$ cat src/rtl/carrack_pkg.sv
// Shared constants for the Carrack fastio register block: pad width,
// register offsets, CNT_CTRL field positions and the default ID word.
package carrack_pkg;

    localparam int FASTIO_W = 28;

    // Word offsets (byte address bits [4:2]) within the 32-byte window
    localparam logic [2:0] REG_OUT      = 3'd0;
    localparam logic [2:0] REG_OE       = 3'd1;
    localparam logic [2:0] REG_MED      = 3'd2;
    localparam logic [2:0] REG_STRONG   = 3'd3;
    localparam logic [2:0] REG_IN       = 3'd4;
    localparam logic [2:0] REG_CNT_CTRL = 3'd5;
    localparam logic [2:0] REG_CNT_VAL  = 3'd6;
    localparam logic [2:0] REG_ID       = 3'd7;

    localparam int CTRL_SEL_LSB = 0;
    localparam int CTRL_SEL_W   = 5;
    localparam int CTRL_EN_BIT  = 8;
    localparam int CTRL_CLR_BIT = 9;

    localparam logic [31:0] ID_DEFAULT = 32'hCA77_AC01;

    function automatic logic [FASTIO_W-1:0] merge_field(
        input logic [FASTIO_W-1:0] old_val,
        input logic [FASTIO_W-1:0] wdat,
        input logic [3:0]          be
    );
        logic [FASTIO_W-1:0] res;
        for (int i = 0; i < FASTIO_W; i++) begin
            res[i] = be[i / 8] ? wdat[i] : old_val[i];
        end
        return res;
    endfunction

endpackage

$ cat src/rtl/carrack_edge_counter.sv
// Saturating rising-edge counter on one selectable synchronized fastio input.
// Only instantiated when CARRACK_EDGE_COUNTER_EN is defined.
module carrack_edge_counter
    import carrack_pkg::*;
(
    input  logic                  clk,
    input  logic                  rst,
    input  logic [FASTIO_W-1:0]   sync_in,
    input  logic [CTRL_SEL_W-1:0] cnt_sel,
    input  logic                  cnt_en,
    input  logic                  ctrl_wr,
    input  logic                  clr,
    output logic [31:0]           count
);

    logic [31:0] padded;
    logic        sel_bit;
    logic        prev_bit;
    logic        suppress;
    logic        rise;

    // Selections beyond the last pad land on the zero padding and never toggle
    always_comb begin
        padded  = {{(32 - FASTIO_W){1'b0}}, sync_in};
        sel_bit = padded[cnt_sel];
        rise    = sel_bit & ~prev_bit & ~suppress;
    end

    always_ff @(posedge clk or posedge rst) begin
        if (rst) begin
            prev_bit <= 1'b0;
            suppress <= 1'b0;
            count    <= 32'd0;
        end else begin
            prev_bit <= sel_bit;
            suppress <= ctrl_wr;
            if (clr) begin
                count <= 32'd0;
            end else if (cnt_en && rise && (count != 32'hFFFF_FFFF)) begin
                count <= count + 32'd1;
            end
        end
    end

endmodule

$ cat src/rtl/carrack_fastio_regs.sv
// Wishbone register window for the 28 Carrack fastio pads. The optional edge
// counter is built only when CARRACK_EDGE_COUNTER_EN is defined.
module carrack_fastio_regs
    import carrack_pkg::*;
#(
    parameter logic [31:0] BASE_ADDR = 32'h3000_0000,
    parameter logic [31:0] ID_VALUE  = ID_DEFAULT
) (
    input  logic                wb_clk_i,
    input  logic                wb_rst_i,
    input  logic                wbs_stb_i,
    input  logic                wbs_cyc_i,
    input  logic                wbs_we_i,
    input  logic [3:0]          wbs_sel_i,
    input  logic [31:0]         wbs_adr_i,
    input  logic [31:0]         wbs_dat_i,
    output logic                wbs_ack_o,
    output logic [31:0]         wbs_dat_o,
    input  logic [FASTIO_W-1:0] fastio_in,
    output logic [FASTIO_W-1:0] fastio_out_l,
    output logic [FASTIO_W-1:0] fastio_oe_l,
    output logic [FASTIO_W-1:0] fastio_med_enable,
    output logic [FASTIO_W-1:0] fastio_strong_enable
);

    logic [FASTIO_W-1:0] sync_s1, sync_s2;
    logic [FASTIO_W-1:0] out_q, oe_q, med_q, strong_q;
    logic                hit, req, wr;
    logic                pend_we;
    logic [2:0]          pend_reg;
    logic [31:0]         pend_dat;
    logic [3:0]          pend_sel;
    logic [31:0]         ctrl_rd, cnt_rd, rdata;
    logic                unused_bits;

    for (genvar i = 0; i < FASTIO_W; i++) begin : g_sync
        always_ff @(posedge wb_clk_i or posedge wb_rst_i) begin
            if (wb_rst_i) begin
                sync_s1[i] <= 1'b0;
                sync_s2[i] <= 1'b0;
            end else begin
                sync_s1[i] <= fastio_in[i];
                sync_s2[i] <= sync_s1[i];
            end
        end
    end

    // Handshake: a selected request is accepted only while ack is low; ack is
    // high for exactly the next cycle and low the one after, so a held strobe
    // completes one access every two cycles. The write commits at the ack edge.
    always_comb begin
        hit = wbs_stb_i & wbs_cyc_i & (wbs_adr_i[31:5] == BASE_ADDR[31:5]);
        req = hit & ~wbs_ack_o;
        wr  = wbs_ack_o & pend_we;
    end

    always_ff @(posedge wb_clk_i or posedge wb_rst_i) begin
        if (wb_rst_i) begin
            wbs_ack_o <= 1'b0;
            wbs_dat_o <= 32'd0;
            pend_we   <= 1'b0;
            pend_reg  <= 3'd0;
            pend_dat  <= 32'd0;
            pend_sel  <= 4'd0;
        end else begin
            wbs_ack_o <= req;
            wbs_dat_o <= req ? rdata : 32'd0;
            if (req) begin
                pend_we  <= wbs_we_i;
                pend_reg <= wbs_adr_i[4:2];
                pend_dat <= wbs_dat_i;
                pend_sel <= wbs_sel_i;
            end else if (wbs_ack_o) begin
                pend_we  <= 1'b0;
            end
        end
    end

    always_ff @(posedge wb_clk_i or posedge wb_rst_i) begin
        if (wb_rst_i) begin
            out_q    <= '0;
            oe_q     <= '0;
            med_q    <= '0;
            strong_q <= '0;
        end else if (wr) begin
            case (pend_reg)
                REG_OUT:    out_q    <= merge_field(out_q,    pend_dat[FASTIO_W-1:0], pend_sel);
                REG_OE:     oe_q     <= merge_field(oe_q,     pend_dat[FASTIO_W-1:0], pend_sel);
                REG_MED:    med_q    <= merge_field(med_q,    pend_dat[FASTIO_W-1:0], pend_sel);
                REG_STRONG: strong_q <= merge_field(strong_q, pend_dat[FASTIO_W-1:0], pend_sel);
                default: ;
            endcase
        end
    end

`ifdef CARRACK_EDGE_COUNTER_EN
    logic [CTRL_SEL_W-1:0] ctrl_sel;
    logic                  ctrl_en;
    logic                  ctrl_wr;
    logic                  ctrl_clr;
    logic [31:0]           cnt_val;

    always_comb begin
        ctrl_wr  = wr & (pend_reg == REG_CNT_CTRL);
        ctrl_clr = ctrl_wr & pend_sel[1] & pend_dat[CTRL_CLR_BIT];
        ctrl_rd  = 32'd0;
        ctrl_rd[CTRL_SEL_LSB +: CTRL_SEL_W] = ctrl_sel;
        ctrl_rd[CTRL_EN_BIT] = ctrl_en;
        cnt_rd   = cnt_val;
    end

    always_ff @(posedge wb_clk_i or posedge wb_rst_i) begin
        if (wb_rst_i) begin
            ctrl_sel <= '0;
            ctrl_en  <= 1'b0;
        end else if (ctrl_wr) begin
            if (pend_sel[0]) ctrl_sel <= pend_dat[CTRL_SEL_LSB +: CTRL_SEL_W];
            if (pend_sel[1]) ctrl_en  <= pend_dat[CTRL_EN_BIT];
        end
    end

    carrack_edge_counter u_edge_counter (
        .clk     (wb_clk_i),
        .rst     (wb_rst_i),
        .sync_in (sync_s2),
        .cnt_sel (ctrl_sel),
        .cnt_en  (ctrl_en),
        .ctrl_wr (ctrl_wr),
        .clr     (ctrl_clr),
        .count   (cnt_val)
    );
`else
    always_comb begin
        ctrl_rd = 32'd0;
        cnt_rd  = 32'd0;
    end
`endif

    always_comb begin
        rdata = 32'd0;
        case (wbs_adr_i[4:2])
            REG_OUT:      rdata[FASTIO_W-1:0] = out_q;
            REG_OE:       rdata[FASTIO_W-1:0] = oe_q;
            REG_MED:      rdata[FASTIO_W-1:0] = med_q;
            REG_STRONG:   rdata[FASTIO_W-1:0] = strong_q;
            REG_IN:       rdata[FASTIO_W-1:0] = sync_s2;
            REG_CNT_CTRL: rdata = ctrl_rd;
            REG_CNT_VAL:  rdata = cnt_rd;
            default:      rdata = ID_VALUE;
        endcase
    end

    assign fastio_out_l         = out_q;
    assign fastio_oe_l          = oe_q;
    assign fastio_med_enable    = med_q;
    assign fastio_strong_enable = strong_q;

    assign unused_bits = ^{wbs_adr_i[1:0], pend_dat[31:FASTIO_W]};

endmodule

$ cat config.mk
export PLATFORM = sky130hd
export DESIGN_NAME = carrack_fastio_regs
export DESIGN_NICKNAME = d
export VERILOG_FILES = /design/src/rtl/carrack_pkg.sv /design/src/rtl/carrack_edge_counter.sv /design/src/rtl/carrack_fastio_regs.sv
export SDC_FILE = /design/constraint.sdc
export NUM_CORES = 1
export LEC_CHECK = 0
export ABC_AREA = 1
export CORE_MARGIN = 1
export CORE_UTILIZATION = 50
export CTS_CLUSTER_SIZE = 16
export DETAILED_ROUTE_END_ITERATION = 8
export GPL_ROUTABILITY_DRIVEN = 0
export HOLD_SLACK_MARGIN = 0.15
export PLACE_DENSITY = 0.82
export SLEW_MARGIN = 20
export SYNTH_ARGS = -nofsm -noshare
export SYNTH_HDL_FRONTEND = slang
export SYNTH_SLANG_ARGS = --single-unit
export TNS_END_PERCENT = 1
$ cat constraint.sdc
create_clock -name wb_clk_i -period 14.9 [get_ports wb_clk_i]
set_input_delay 4.47 -clock wb_clk_i [delete_from_list [all_inputs] [get_ports wb_clk_i]]
set_output_delay 4.47 -clock wb_clk_i [all_outputs]
set_load 0.02 [all_outputs]
==> impl_results.md, run 1 <==
* Most frequent cells in the layout: nand2_1, clkdlybuf4s50_1, dfrtp_1, o21ai_0, nor2_1
* TritonCTS Buffers at 24
* CTS tree: built
* Distinct cells, synth at 25
* Post-CTS Setup Repair Bufs at 0
* P_int at about 1000 uW
* CTS root buf: clkbuf_16
* Startpoint types: primary input
* CP Capture Type: register
* Hold Crit Start: sync_s1[21]$_DFF_PP0_
* Setup-failing EPs final at 0
* Slowest CP cell: clkdlybuf4s50_1
* Crit path kind: primary input to register
* VDD IR max at between 0.1 and 0.15 mV
* Mapped Cells at between 900 and 1,000
* Most common cell after layout, fill and taps aside: nand2_1
* Crit-path max FO at 16
* Syn_area_per_cell at between 9 and 10 um^2
* Post-synthesis instance area at a little over 9000 um^2
* Data required, critical path at 15.24 ns
* Clock power share at 46.9%
* Clk slew on worst S/H paths at approximately 0.06 ns
* Flops & latches, synth at between 200 and 250
* Worst min-delay path class: register to register
* Area Growth Syn to Fin at 35.6%
* Max FFs per register at 29
* Clock Sinks at approximately 230
* Detailed-route DRC error count at 0
* Largest net degree at the start of global routing at 88
* Die area at around 19,000 um^2
* Initial antenna violation count at 0
* Post-DP HPWL at 16.7 mm
* Synth top area share at between 60 and 70%
* Psw at approximately 270 uW
* Worst Max-Slew Pin Slew at 1.13 ns
* Switching Share at 20.7%
* Lkg Pwr at 0.00564 uW
* Row count at 49
* Comb pwr share at around 4.2%
* CTS H-tree lvls at 1
* Via/cell ratio at ~5.2
* CP startpoint: wbs_adr_i[2]
* FF-to-FF Start: pend_reg[2]$_DFFE_PP0P_
* CP max stage delay at between 1 and 1.5 ns
* Die height at 137 um
* Remaining Overflow, GRT at 0
* Most flops, register: wbs_dat_o
* Fin crit share at approximately half
* Max Slew Vio Count at 0
* Unrepaired setup endpoints after global routing: false
* First-pass DRT Iterations at 5
* Clock buffer depth at 3
* Share of cells above drive strength 1 at between 5 and 6%
* Setup_tns at 0 ns
* Dominant cell type by area after synthesis: dfrtp_1
* Routed via count at ~7,600
* Seq/Total Area, Yosys at approximately 64%
* Sequential share of power at 48.9%
* # nets final at 1,312
* Starting DRT DRC Count at 459
* Synth Warn # at 0
* Power Total at between 1000 and 1500 uW
* Data arrival time of the worst path at roughly 7.7 ns
* Final wirelength at 25.4 mm
* Pwr dens at between 100 and 150 nW/um^2
* Boundary pin count at 246
* Post-cts hold buffer count at 0
* CORE AREA at between 15,000 and 20,000 um^2
* Resize count post-CTS at 0
* Clock latency reported for the late side of the worst-skew pair at around 0.50 ns
* Max cap viols at 0
* Initial core utilization at 50.9%
* Antenna viol nets, final at 0
* Total GRT Usage at roughly 28%
* Port Buffers at roughly 240
* Ranking of synthesized cells by area: dfrtp_1, nand2_1, o21ai_0
* First-pass GRT wire length at approximately 40 mm
* Routed WL per cell at approximately 17 um
* Crit path cell chain: clkdlybuf4s50_1 -> nand3_1 -> nand4_1 -> nor2_1
* Final hold vios at 0
* Status: finished, final reports clean
* Max_slew headroom at 24.6%
* Min Tclk post-route at about 7.3 ns
* FMAX at 136 MHz
* Clock skew at about 0.008 ns
* Vias in the first global route at 7,876
* Chip Width at approximately 140 um
==> worst max-delay path, delay by kind of cell <==
kind	cells	cell delay, ns
buffers and inverters	1	1.13
and+or+nand+nor	3	2.07
==> per-layer routing <==
metal | share of wire [%] | up-vias | track usage, %
li1 | - | 3540 | -
met1 | 39 | 3705 | 34.2
met2 | 50 | 327 | 49.2
met3 | 8.6 | 51 | 6.66
met4 | 2.7 | 0 | 9.71
met5 | 0 | - | 0
==> cell families (layout without fill, tap and decap cells) <==
| logic type | Yosys count | after routing | share of synthesized area, % |
|---|---|---|---|
| flops | 234 | 234 | 64.1 |
| other cells | 1 | 3 | 0.0410 |
| compound gates | 125 | 125 | 6.85 |
| simple gates | 522 | 522 | 23.3 |
| buf+inv | 97 | 345 | 5.70 |
==> cells in the mapped netlist (all sizes together) <==
cell type / count
nor3: 9
buf: 35
conb: 1
o21ai: 112
nand3b: 1
dfrtp: 234
a21oi: 13
nor2: 62
nand3: 30
clkbuf: 5
nand2: 409
inv: 57
nand4: 11
==> final cells by class <==
| cell class | count | area [um^2] |
|---|---|---|
| Antenna cell | 1 | 2.50 |
| Clock buffer | 33 | 696 |
| Clock inverter | 10 | 130 |
| Fill cell | 1330 | 5570 |
| Inverter | 57 | 224 |
| Multi-Input combinational cell | 649 | 2760 |
| Sequential cell | 234 | 5860 |
| Tap cell | 229 | 287 |
| Timing Repair Buffer | 245 | 2430 |
==> final timing paths <==
kind	end	slack (ns)	depth (start not counted)
worst max-delay path	wbs_dat_o[3]$_DFF_PP0_	7.56	4
worst min-delay path	sync_s2[21]$_DFF_PP0_	0.34	0
worst max register to register	fastio_out_l[10]$_DFFE_PP0P_	13.07	4
worst min register to register	sync_s2[21]$_DFF_PP0_	0.34	0
max in group asynchronous	fastio_oe_l[10]$_DFFE_PP0P_	9.01	3
min in group asynchronous	sync_s1[22]$_DFF_PP0_	4.47	2
==> power groups by stage <==
stage | registers (uW) | clock network (uW) | logic [uW]
finish | 645 | 618 | 55.8
global route | 645 | 653 | 61.4
CTS | 645 | 626 | 56.6
detailed placement | 657 | 0 | 56.2
global placement | 657 | 0 | 55.5
floorplan | 656 | 0 | 24.0
==> stage by stage <==
| step | area [um^2] | hold WS (ns) | utilization [%] | instances | worst slack (ns) |
|---|---|---|---|---|---|
| 3_5_place_dp | 11600 | 0.335 | 64.4 | 1414 | 7.19 |
| 3_3_place_gp | 11600 | 0.333 | 64.4 | 1414 | 7.21 |
| 5_1_grt | 12400 | 0.350 | 69.0 | 1457 | 7.49 |
| 4_1_cts | 12400 | 0.346 | 69.0 | 1457 | 7.64 |
| 6_report | 12400 | 0.344 | 69.0 | 1458 | 7.56 |
| 2_1_floorplan | 9140 | 0.331 | - | 980 | 4.01 |
Note: power is estimated with default switching activity, not from simulation.
==> run 2: changes to the inputs <==
--- a/config.mk
+++ b/config.mk
@@ -7,12 +7,12 @@
 export LEC_CHECK = 0
 export ABC_AREA = 1
 export CORE_MARGIN = 1
-export CORE_UTILIZATION = 50
+export CORE_UTILIZATION = 44
 export CTS_CLUSTER_SIZE = 16
 export DETAILED_ROUTE_END_ITERATION = 8
 export GPL_ROUTABILITY_DRIVEN = 0
 export HOLD_SLACK_MARGIN = 0.15
-export PLACE_DENSITY = 0.82
+export PLACE_DENSITY = 0.77
 export SLEW_MARGIN = 20
 export SYNTH_ARGS = -nofsm -noshare
 export SYNTH_HDL_FRONTEND = slang
==> constraint.sdc (replaced) <==
create_clock -name wb_clk_i -period 6.05 [get_ports wb_clk_i]
set_input_delay 1.815 -clock wb_clk_i [delete_from_list [all_inputs] [get_ports wb_clk_i]]
set_output_delay 1.815 -clock wb_clk_i [all_outputs]
set_load 0.02 [all_outputs]
==> run 2 against run 1 <==
Net effect: global-route usage shrank 4.4 points; largest cell class unchanged; power grew 140%; sequential power grew 150%; sequential cell count is the same; non-clock buffer count is the same; clock-buffer cell count grew 3; setup slack lost 5.7 ns; combinational power grew 150%; utilization shrank 7.9 points; critical endpoint is now wbs_dat_o[15]$_DFF_PP0_; clock power grew 130%; cell count grew 2.7%.
==> impl_results.md, run 2 (synthesized netlist as in run 1, its figures left out) <==
* Detailed-route DRC error count at 0 (unchanged)
* Antenna viol nets, final at 0 (unchanged)
* TritonCTS Buffers at 24 (unchanged)
* Max Slew Vio Count at 0 (unchanged)
* Die height at 146 um (+6.5%)
* Boundary pin count at 246 (unchanged)
* FILL cells at 1,699 (+28%)
* Clock buffer depth at 3 (unchanged)
* CTS tree: built
* Total GRT Usage at 23.7% (-4.4 points)
* Resize count post-CTS at 0 (unchanged)
* Max cap viols at 0 (unchanged)
* Routed via count at 7,360 (-3.5%)
* Clock Sinks at 234 (unchanged)
* Remaining Overflow, GRT at 0 (unchanged)
* Via/cell ratio at 4.91 (-6.0%)
* Most flops, register: wbs_dat_o
* First-pass GRT wire length at 39.4 mm (-1.8%)
* ANT cells at 0 (-1)
* Pwr dens at 253 nW/um^2 (+140%)
* Most frequent cells in the layout: nand2_1, clkdlybuf4s50_1, dfrtp_1, o21ai_0, nor2_1
* FF-to-FF setup slack at 4.06 ns (-9.01 ns)
* Slack of the critical path at 1.89 ns (-5.67 ns)
* CTS root buf: clkbuf_16
* Unrepaired setup endpoints after global routing: false
* FMAX at 240 MHz
* Initial antenna violation count at 0 (unchanged)
* First-pass DRT Iterations at 5 (unchanged)
* Max_slew headroom at 22.8% (-1.8 points)
* CP Capture Type: register
* Share of cells above drive strength 1 at 5.05% (-0.16 points)
* Met2 WL at 12.1 mm (-4.0%)
* Routed WL per cell at 16.7 um (-4.2%)
* Port Buffers at 237 (unchanged)
* Largest net degree at the start of global routing at 119 (+35%)
* Most common cell after layout, fill and taps aside: nand2_1
* Met3 wire len at 1.70 mm (-22%)
* Worst Max-Slew Pin Slew at 1.15 ns (+0.0263 ns)
* CORE AREA at 20,300 um^2 (+13%)
* # nets final at 1,312 (unchanged)
* Setup-failing EPs final at 0 (unchanged)
* Crit path kind: primary input to register
* Lkg Pwr at 0.00561 uW (-0.47%)
* Max FFs per register at 29 (unchanged)
* Post-cts hold buffer count at 0 (unchanged)
* Min Tclk post-route at around 4.2 ns
* Post-DP HPWL at 16.4 mm (-1.9%)
* Clock skew at 0.00849 ns (+0.000597 ns)
* Startpoint types: primary input
* Vias in the first global route at 7,368 (-6.4%)
* Row count at 52 (+6.1%)
* Pre-CTS WS at 1.48 ns (-5.72 ns)
* Worst min-delay path class: register to register
* Area Growth Syn to Fin at 35.6% (about the same)
* Final wirelength at 25.0 mm (-1.5%)
* Die area at 21,300 um^2 (+13%)
* Post-CTS Setup Repair Bufs at 0 (unchanged)
* Starting DRT DRC Count at 285 (-38%)
* Clock latency reported for the late side of the worst-skew pair at 0.50 ns (about the same)
* M1 wire length at 10.5 mm (+6.6%)
* Data arrival time of the worst path at 4.58 ns (-3.10 ns)
* Crit-path max FO at 16 (unchanged)
* Clk slew on worst S/H paths at 0.06 ns (about the same)
* Top sig layer: met4
* Fin crit share at around 70%
* Setup_tns at 0 ns (unchanged)
* Final hold vios at 0 (unchanged)
* VDD IR max at 0.216 mV (+86%)
* Initial core utilization at 45.0% (-5.9 points)
* Chip Width at 146 um (+6.5%)
* Data required, critical path at 6.47 ns (-8.77 ns)
* CTS H-tree lvls at 1 (unchanged)
* Status: finished, final reports clean
## run 2: cell count changes in the layout (fill, tap and decap cells not counted), sizes merged
cell	before	now
bufinv	3	0
clkbuf	33	36
clkinv	5	6
diode	1	0
inv	57	56
## run 2: area by class of cell
type | instances | area, um^2 | share of cell area (%)
Clock buffer | 36 | 717 | 5.79
Sequential cell | 234 | 5860 | 47.3
Multi-Input combinational cell | 649 | 2760 | 22.3
Clock inverter | 7 | 37.5 | 0.303
Inverter | 57 | 220 | 1.78
Timing Repair Buffer | 245 | 2460 | 19.8
Tap cell | 270 | 338 | 2.73
## run 2: final timing paths
check,start,cells after the start,end
min in group asynchronous,wb_rst_i,3,pend_dat[2]$_DFFE_PP0P_
max,wbs_adr_i[3],8,wbs_dat_o[15]$_DFF_PP0_
max reg2reg,pend_reg[0]$_DFFE_PP0P_,4,fastio_out_l[14]$_DFFE_PP0P_
min reg2reg,sync_s1[24]$_DFF_PP0_,0,sync_s2[24]$_DFF_PP0_
max in group asynchronous,wb_rst_i,3,sync_s2[17]$_DFF_PP0_
min,sync_s1[24]$_DFF_PP0_,0,sync_s2[24]$_DFF_PP0_
## run 2: layer usage
metal,GRT usage (%),vias to the layer above
met5,0,-
met4,6.15,0
met3,5.09,49
met2,40.3,260
met1,31.0,3520
li1,-,3531
## run 2: worst max-delay path: stages
cell             delay [ns]
clkdlybuf4s50_1        1.24
inv_4                  0.09
nor3_4                 0.72
buf_4                  0.37
nand2_1                0.09
nand3_1                0.09
nor2_1                 0.04
a21oi_1                0.12
## run 2: per-stage QoR
step                hold WS (ns)  utilization (%)  power [uW]  area [um^2]  std cells
finish                     0.344             61.0        3130        12400       1498
global route               0.354             61.0        3240        12400       1498
CTS                        0.346             61.0        3160        12400       1498
detailed placement         0.335             57.3        1760        11600       1455
global placement           0.332             57.3        1760        11600       1455
floorplan                  0.331                -        1680         9140        980
## run 2: report_power, final
part | switching [uW] | total, uW | internal (uW)
logic | 74.0 | 139 | 65.0
clock network | 584 | 1400 | 816
registers | 4.94 | 1590 | 1580
==> run 3: changes to the inputs <==
==> constraint.sdc (replaced) <==
create_clock -name wb_clk_i -period 3.8 [get_ports wb_clk_i]
set_input_delay 1.14 -clock wb_clk_i [delete_from_list [all_inputs] [get_ports wb_clk_i]]
set_output_delay 1.14 -clock wb_clk_i [all_outputs]
set_load 0.02 [all_outputs]
==> run 3 against run 2 <==
Net effect: clock skew down 0.00068 ns; critical path type is now register to primary output; sequential power up 59%; cell area up 1.8%; clock power up 66%; non-clock buffer count up 15; sequential share of layout area down 0.83 points; global-route usage up 0.65 points; utilization up 1.1 points; cell count up 1.1%; via count up 1.2%.
==> impl_results.md, run 3 (synthesized netlist as in run 1, its figures left out) <==
* Status: finished, final reports clean
* # nets final at 1,328 (+1.2%)
* Post-CTS Setup Repair Bufs at 0 (unchanged)
* Largest net degree at the start of global routing at 60 (-50%)
* CP delay by family, top: buffers and inverters
* Crit path cell chain: clkdlybuf4s50_1
* Vias in the first global route at 7,440 (+0.98%)
* Boundary pin count at 246 (unchanged)
* Max_slew headroom at 46.6% (+24 points)
* Final hold vios at 0 (unchanged)
* Antenna viol nets, final at 0 (unchanged)
* First-pass GRT wire length at 40.4 mm (+2.5%)
* Worst min-delay path class: register to register
* Starting DRT DRC Count at 328 (+15%)
* CTS root buf: clkbuf_16
* Initial antenna violation count at 0 (unchanged)
* Data arrival time of the worst path at 1.59 ns (-2.99 ns)
* Resize count post-CTS at 0 (unchanged)
* CTS H-tree lvls at 1 (unchanged)
* Most flops, register: wbs_dat_o
* Clk slew on worst S/H paths at 0.06 ns (about the same)
* Clock Sinks at 234 (unchanged)
* Worst Max-Slew Pin Slew at 0.800 ns (-0.354 ns)
* Fin crit share at between 70% and 80%
* Row count at 52 (unchanged)
* Crit path kind: register to primary output
* Total GRT Usage at 24.4% (+0.65 points)
* Startpoint types: register
* Die area at 21,300 um^2 (unchanged)
* Most frequent cells in the layout: nand2_1, clkdlybuf4s50_1, dfrtp_1, o21ai_0, nor2_1
* Via/cell ratio at 4.92 (about the same)
* Most common cell after layout, fill and taps aside: nand2_1
* VDD IR max at 0.328 mV (+52%)
* Post-DP HPWL at 17.3 mm (+5.5%)
* FILL cells at 1,663 (-2.1%)
* Port Buffers at 237 (unchanged)
* CTS tree: built
* Chip Width at 146 um (unchanged)
* Remaining Overflow, GRT at 0 (unchanged)
* First-pass DRT Iterations at 5 (unchanged)
* Clock buffer depth at 3 (unchanged)
* Final wirelength at 25.5 mm (+2.0%)
* Max FFs per register at 29 (unchanged)
* Routed via count at 7,448 (+1.2%)
* CP Capture Type: primary output
* Data required, critical path at 2.66 ns (-3.81 ns)
* Max Slew Vio Count at 0 (unchanged)
* TritonCTS Buffers at 25 (+4.2%)
* ANT cells at 0 (unchanged)
* Post-cts hold buffer count at 0 (unchanged)
* Share of cells above drive strength 1 at 6.02% (+0.98 points)
* Clock latency reported for the late side of the worst-skew pair at 0.51 ns (about the same)
* Crit-path max FO at 4 (-12)
* Min Tclk post-route at about 2.7 ns
* Lkg Pwr at 0.00572 uW (+1.9%)
* Routed WL per cell at 16.8 um (+0.88%)
* Pwr dens at 404 nW/um^2 (+60%)
* FMAX at between 300 and 400 MHz
* Slowest CP cell: clkdlybuf4s50_1
* Final hold slack at 0.344 ns (-0.000642 ns)
* Setup-failing EPs final at 0 (unchanged)
* CP max stage delay at 0.66 ns (-0.58 ns)
* Cell Area, Placed at 11,800 um^2 (+1.6%)
* Fin area at 12,600 um^2 (+1.8%)
* Detailed-route DRC error count at 0 (unchanged)
* CORE AREA at 20,300 um^2 (unchanged)
* Unrepaired setup endpoints after global routing: false
* Area Growth Syn to Fin at 38.0%
* Initial core utilization at 45.0% (unchanged)
* Clock skew at 0.00780 ns (-0.000684 ns)
* Max cap viols at 0 (unchanged)
* Worst path bufs/invs at 1 (-2)
* Die height at 146 um (unchanged)
[run 3: routing by layer]
metal  GRT usage [%]  share of wire, %  up-vias
met5               0                 0        -
met1            32.3                42     3533
met2            40.5                48      281
met4            7.55               2.8        0
li1                -                 -     3577
met3            5.16               7.8       57
[run 3: layout make-up]
class	count	area [um^2]	area share [%]
Clock inverter	5	56.3	0.446
Tap cell	270	338	2.68
Inverter	57	220	1.75
Multi-Input combinational cell	649	2760	21.9
Sequential cell	234	5860	46.4
Timing Repair Buffer	260	2650	21.0
Clock buffer	40	732	5.80
[run 3: where the power goes]
group          switching (uW)  leakage, uW  internal, uW
registers                8.08      0.00314          2520
clock network             949     0.000382          1380
logic                     122      0.00219           116
total                    1080      0.00572          4020
[run 3: worst paths after layout]
path | depth (start not counted) | slack, ns | to | startpoint
worst max-delay path | 1 | 1.07 | wbs_ack_o | wbs_ack_o$_DFF_PP0_
worst min-delay path | 0 | 0.34 | sync_s2[25]$_DFF_PP0_ | sync_s1[25]$_DFF_PP0_
worst max register to register | 3 | 1.83 | fastio_out_l[20]$_DFFE_PP0P_ | pend_reg[0]$_DFFE_PP0P_
worst min register to register | 0 | 0.34 | sync_s2[25]$_DFF_PP0_ | sync_s1[25]$_DFF_PP0_
max in group asynchronous | 3 | 1.90 | sync_s1[0]$_DFF_PP0_ | wb_rst_i
min in group asynchronous | 2 | 1.12 | wbs_dat_o[3]$_DFF_PP0_ | wb_rst_i
[run 3: metrics by stage]
stage	instances	worst slack, ns	util, %	total power, uW	TNS, ns
final	1515	1.07	62.1	5100	0
after global routing	1515	0.939	62.1	5270	0
after CTS	1515	1.04	62.1	5140	0
after detailed placement	1470	0.581	58.2	2820	0
after global placement	1470	0.654	58.2	2810	0
after floorplan	980	-0.404	-	2670	-94.51
